[src/rtl/keypad_scan_debounce.sv]
// 4x3 matrix keypad front end: column scan, per-key debounce, and key encoding.
// Emits one key_valid strobe per accepted press and a key_held level until release.
module keypad_scan_debounce #(
  parameter int SCAN_DIV     = 50000,
  parameter int DEBOUNCE_CNT = 10
) (
  input  logic       clock,
  input  logic       reset,
  input  logic [3:0] row,
  output logic [2:0] col,
  output logic       key_valid,
  output logic [3:0] key_code,
  output logic       key_held
);

  localparam int DW = (SCAN_DIV > 2) ? $clog2(SCAN_DIV) : 1;
  localparam int CW = $clog2(DEBOUNCE_CNT + 1);
  localparam logic [DW-1:0] DIV_LAST = DW'(SCAN_DIV - 1);
  localparam logic [CW-1:0] CNT_MAX  = CW'(DEBOUNCE_CNT);

  typedef enum logic [1:0] {SCAN, DEBOUNCE, HELD} state_e;

  state_e        state_q, state_d;
  logic [DW-1:0] div_q, div_d;
  logic [2:0]    col_q, col_d;
  logic [3:0]    lat_row_q, lat_row_d;
  logic [CW-1:0] match_q, match_d;
  logic [CW-1:0] rel_q, rel_d;
  logic          valid_q, valid_d;
  logic [3:0]    code_q, code_d;
  logic          held_q, held_d;

  logic          sample;
  logic          row_none;
  logic          row_single;
  logic          accept;

  function automatic logic [CW-1:0] sat_inc(input logic [CW-1:0] cnt);
    return (cnt >= CNT_MAX) ? cnt : cnt + 1'b1;
  endfunction

  function automatic logic [2:0] rotate(input logic [2:0] c);
    return {c[1:0], c[2]};
  endfunction

  function automatic logic [1:0] row_idx(input logic [3:0] r);
    if (r[3])      return 2'd3;
    else if (r[2]) return 2'd2;
    else if (r[1]) return 2'd1;
    else           return 2'd0;
  endfunction

  function automatic logic [1:0] col_idx(input logic [2:0] c);
    if (c[2])      return 2'd2;
    else if (c[1]) return 2'd1;
    else           return 2'd0;
  endfunction

  // Bottom row holds *, 0, # rather than continuing the 1..9 sequence.
  function automatic logic [3:0] encode(input logic [1:0] r, input logic [1:0] c);
    logic [3:0] code;
    if (r == 2'd3) begin
      case (c)
        2'd0:    code = 4'hA;
        2'd1:    code = 4'h0;
        default: code = 4'hB;
      endcase
    end else begin
      code = {2'b00, r} * 4'd3 + {2'b00, c} + 4'd1;
    end
    return code;
  endfunction

  assign sample     = (div_q == DIV_LAST);
  assign row_none   = (row == 4'b0000);
  assign row_single = !row_none && ((row & (row - 4'd1)) == 4'b0000);

  always_ff @(posedge clock or posedge reset) begin
    if (reset) begin
      state_q   <= SCAN;
      div_q     <= '0;
      col_q     <= 3'b001;
      lat_row_q <= '0;
      match_q   <= '0;
      rel_q     <= '0;
      valid_q   <= 1'b0;
      code_q    <= 4'h0;
      held_q    <= 1'b0;
    end else begin
      state_q   <= state_d;
      div_q     <= div_d;
      col_q     <= col_d;
      lat_row_q <= lat_row_d;
      match_q   <= match_d;
      rel_q     <= rel_d;
      valid_q   <= valid_d;
      code_q    <= code_d;
      held_q    <= held_d;
    end
  end

  always_comb begin
    state_d   = state_q;
    div_d     = sample ? '0 : div_q + 1'b1;
    col_d     = col_q;
    lat_row_d = lat_row_q;
    match_d   = match_q;
    rel_d     = rel_q;
    valid_d   = 1'b0;
    code_d    = code_q;
    held_d    = held_q;
    accept    = 1'b0;

    unique case (state_q)
      SCAN: begin
        if (sample) begin
          if (row_single) begin
            lat_row_d = row;
            match_d   = CW'(1);
            if (DEBOUNCE_CNT <= 1) accept = 1'b1;
            else                   state_d = DEBOUNCE;
          end else begin
            col_d = rotate(col_q);
          end
        end
      end
      DEBOUNCE: begin
        if (sample) begin
          if (row == lat_row_q) begin
            match_d = sat_inc(match_q);
            if (sat_inc(match_q) >= CNT_MAX) accept = 1'b1;
          end else begin
            match_d = '0;
            col_d   = rotate(col_q);
            state_d = SCAN;
          end
        end
      end
      HELD: begin
        if (sample) begin
          if (row_none) begin
            rel_d = sat_inc(rel_q);
            if (sat_inc(rel_q) >= CNT_MAX) begin
              rel_d   = '0;
              held_d  = 1'b0;
              col_d   = rotate(col_q);
              state_d = SCAN;
            end
          end else begin
            rel_d = '0;
          end
        end
      end
      default: state_d = SCAN;
    endcase

    // Column stays frozen on acceptance, so col_q still names the pressed column.
    if (accept) begin
      state_d = HELD;
      valid_d = 1'b1;
      code_d  = encode(row_idx(row), col_idx(col_q));
      held_d  = 1'b1;
      match_d = '0;
      rel_d   = '0;
    end
  end

  always_comb begin
    col       = col_q;
    key_valid = valid_q;
    key_code  = code_q;
    key_held  = held_q;
  end

endmodule

[config.mk]
export PLATFORM = sky130hd
export DESIGN_NAME = keypad_scan_debounce
export DESIGN_NICKNAME = d
export VERILOG_FILES = /design/src/rtl/keypad_scan_debounce.sv
export SDC_FILE = /design/constraint.sdc
export NUM_CORES = 1
export LEC_CHECK = 0
export BUFFER_PORTS_ARGS = -buffer_cell sky130_fd_sc_hd__clkbuf_2
export CORE_UTILIZATION = 45
export CTS_CLUSTER_DIAMETER = 60
export DETAILED_ROUTE_END_ITERATION = 10
export GPL_TIMING_DRIVEN = 1
export MAX_ROUTING_LAYER = met4
export PLACE_DENSITY_LB_ADDON = 0.12
export SYNTH_ARGS = -nofsm -noshare
export SYNTH_HDL_FRONTEND = slang
export SYNTH_SLANG_ARGS = --single-unit
[constraint.sdc]
create_clock -name clock -period 5.3 [get_ports clock]
set_input_delay 1.06 -clock clock [delete_from_list [all_inputs] [get_ports clock]]
set_output_delay 1.06 -clock clock [all_outputs]
set_load 0.05 [all_outputs]
==> metrics.md <==
| Metric | Value |
|---|---|
| Status | finished, final reports clean |
| Layout cells sized above 1 | 0.206 |
| CTS H-tree depth | 2 |
| Post-cts hold buffer count | 0 |
| Pre-Repair DR Iteration Count | 4 |
| Slowest cell delay on critical path | 0.48 ns |
| Number of vias in the routed layout | 1,660 |
| Internal | 0.000497 W |
| Wire per inst | 14.0 µm |
| Flop pwr share | 0.475 |
| Core area | 5070 µm² |
| Dpl cells | 300 |
| Clock Latency Late Sink | 0.29 ns |
| Die H | 74.6 µm |
| DRT iter0 DRCs | 139 |
| Initial antenna violation count | 0 |
| RSZ-0062 raised after global routing | false |
| Finished Layout Cells | 308 |
| Setup crit start kind | input pin |
| Leading cell type in the layout, fill and taps excluded | dfrtp_1 |
| Final Cycle Share | 0.527 |
| # diodes | 0 |
| Post_cts resized | 0 |
| Critical path capture point type | flop |
| Fillers | 492 |
| Crit path max-delay family | adder cells |
| Cell Pwr Density | 236 nW/µm² |
| EDFF count, synth | 0 |
| Rel. slew slack | 0.530 |
| Yosys reg bits | 39 |
| Clock Skews | 0.00757 ns |
| Min Clock Period, post-route | 2.79 ns |
| TritonCTS buffer count | 5 |
| Clk pwr share | 0.474 |
| Final hold viol count | 0 |
| Synth Flop Type | dfrtp_1 |
| WP buf/inv | 1 |
| Starting Density | 0.467 |
| Slowest-stage cell, CP | fa_1 |
| Final TNS setup | 0 ns |
| # setup viols final | 0 |
| Setup slack, reg-to-reg | 2.65 ns |
| VDD IR max | 0.000119 V |
| Leak pwr | 1.25 nW |
| Most frequent cells in the layout | dfrtp_1, nor2_1, inv_1, clkbuf_2 |
| GR Util All Layers | 0.182 |
| Asr flop ratio synth | 1.00 |
| CTS clock-pin slew for the worst setup and hold paths | 0.08 ns |
| YS warnings | 0 |
| Largest net degree at the start of global routing | 40 |
| Nets | 254 |
| GPL Wtd Cong | 0.744 |
| Vias per Instance | 5.39 |
| GRT Residual Overflow | 0 |
| Post-synth net total | 235 |
| Library cells used by synthesis | 56 |
| Worst hold path type | flop to flop |
| Max-cap viol count | 0 |
| Switching Share | 0.208 |
| Row count | 26 |
| TritonCTS clock tree | done |
| CTS root buffer | clkbuf_8 |
| First-pass GRT wire length | 7.33 mm |
| Req. time, crit path | 5.48 ns |
| Layout overhead on the synthesized area | 12.1% |
| DP HPWL | 3.08 mm |
| Residual DRC count | 0 |
| Syn Area/Cell | 10.9 µm² |
| Chip width | 74.6 µm |
| Area of the mapped netlist | 2370 µm² |
| Post-CTS setup buffer count | 0 |
| Worst-path fanout max | 6 |
| Gate power share | 0.052 |
| Final worst slack | 2.51 ns |
| Max Clk Rate | 358 MHz |
| # IOs | 15 |
| Switching pwr | 0.000130 W |
| Routed WL | 4.31 mm |
| Least-Margin Pin Slew | 0.704 ns |
| Worst Setup Path Type | input pin to flop |
| Final Max Slew Viols | 0 |
| Die Footprint | 5560 µm² |
| Worst path cell trace | clkbuf_2 > or2_4 > fa_1 > ha_1 > a21o_1 > a211oi_1 > a21oi_1 > mux2_2 |
| Clk buf depth | 2 |
| Pre-CTS setup slack | 2.18 ns |
| # port buffers | 14 |
| CP arrival | 2.97 ns |
| Antenna Nets Post-Route | 0 |
| Clock sink total | 39 |
| Mapped Cells | 218 |
| Part of the Yosys area used for sequential elements | 0.412 |
| Vias in the first global route | 1,567 |
==> cell usage after synthesis (2+ instances only) <==
cell type	n	area share
inv_1	14	0.022
and4bb_2	2	0.011
nor2b_1	4	0.011
and2_1	3	0.0079
nor3_1	3	0.0063
nand2b_1	3	0.0079
a21oi_1	9	0.019
o21ai_0	6	0.013
dfrtp_1	38	0.40
nand3_1	7	0.015
mux2_2	6	0.028
mux2i_1	2	0.0084
nor3_2	2	0.0084
fa_1	2	0.017
nor2_1	15	0.024
a211oi_1	2	0.0063
a32oi_1	2	0.0074
xnor2_1	8	0.030
nand2_1	12	0.019
nand4_1	2	0.0053
xor2_1	12	0.044
a31oi_1	3	0.0079
buf_2	3	0.0063
a21o_1	3	0.0095
mux2_1	6	0.028
o41ai_1	2	0.0074
and3_1	4	0.011
and4_1	4	0.015
o31ai_1	2	0.0063
ha_1	9	0.047
o41ai_2	2	0.014
o211ai_1	2	0.0063
==> through the flow <==
stage          total power [W]  hold slack (ns)  cell area, µm²  utilization
6_report              0.000628            0.504            2660        0.524
5_1_grt               0.000651            0.527            2660        0.524
4_1_cts               0.000636            0.508            2660        0.524
3_5_place_dp          0.000337            0.492            2520        0.497
3_3_place_gp          0.000336            0.491            2520        0.497
2_1_floorplan         0.000327            0.451            2370            -
==> worst paths after layout <==
path,from,to,depth (start not counted)
worst max-delay path,row[2],key_code[3]$_DFFE_PP0N_,8
worst min-delay path,div_q[13]$_DFF_PP0_,div_q[13]$_DFF_PP0_,1
worst max register to register,div_q[0]$_DFF_PP0_,match_q[0]$_DFFE_PP0P_,5
worst min register to register,div_q[13]$_DFF_PP0_,div_q[13]$_DFF_PP0_,1
max in group asynchronous,reset,rel_q[2]$_DFFE_PP0P_,3
min in group asynchronous,reset,lat_row_q[2]$_DFFE_PP0P_,3
==> per-layer routing <==
layer / wire length [µm] / track usage
met5: 0 / -
met4: 52 / 0.0692
met3: 141 / 0.0407
met2: 1910 / 0.273
met1: 2210 / 0.240
==> power groups by stage <==
stage | clock [W] | sequential (W) | combinational, W
final | 0.000297 | 0.000298 | 0.0000323
after global routing | 0.000316 | 0.000298 | 0.0000373
after CTS | 0.000305 | 0.000298 | 0.0000332
after detailed placement | 0 | 0.000304 | 0.0000331
after global placement | 0 | 0.000304 | 0.0000325
after floorplan | 0 | 0.000304 | 0.0000233
==> cell type report <==
cell class	instances	area, µm²	area share
clock buffers	5	68.8	0.0259
clock inverters	3	67.6	0.0254
inverters	14	52.6	0.0198
multi-input cells	162	1330	0.499
flip-flops and latches	39	977	0.368
well taps	70	87.6	0.0330
repair buffers	15	77.6	0.0292
==> worst register-to-register path, stage by stage (launching register included) <==
cell and delay, ns:
dfrtp_1 0.44, ha_1 0.27, nand3_1 0.16, and4b_1 0.75, nand3_1 0.48, a221o_1 0.44
==> cell families (layout without fill, tap and decap cells) <==
group / after synthesis / in the layout / synth area share
simple gates: 72 / 72 / 0.195
xor+xnor: 20 / 20 / 0.0739
buf+inv: 17 / 37 / 0.0285
mux: 14 / 14 / 0.0654
fa+ha+maj: 11 / 11 / 0.0644
flops: 39 / 39 / 0.412
compound gates: 45 / 45 / 0.160
==> sequential cells by signal, summed over array words and instances (netlist names) <==
register and cells:
div_q 16, key_code 4, lat_row_q 4, match_q 4, rel_q 4, col 3, state_q 2, key_held 1
key_valid 1
Power figures use the tool's default switching activity.
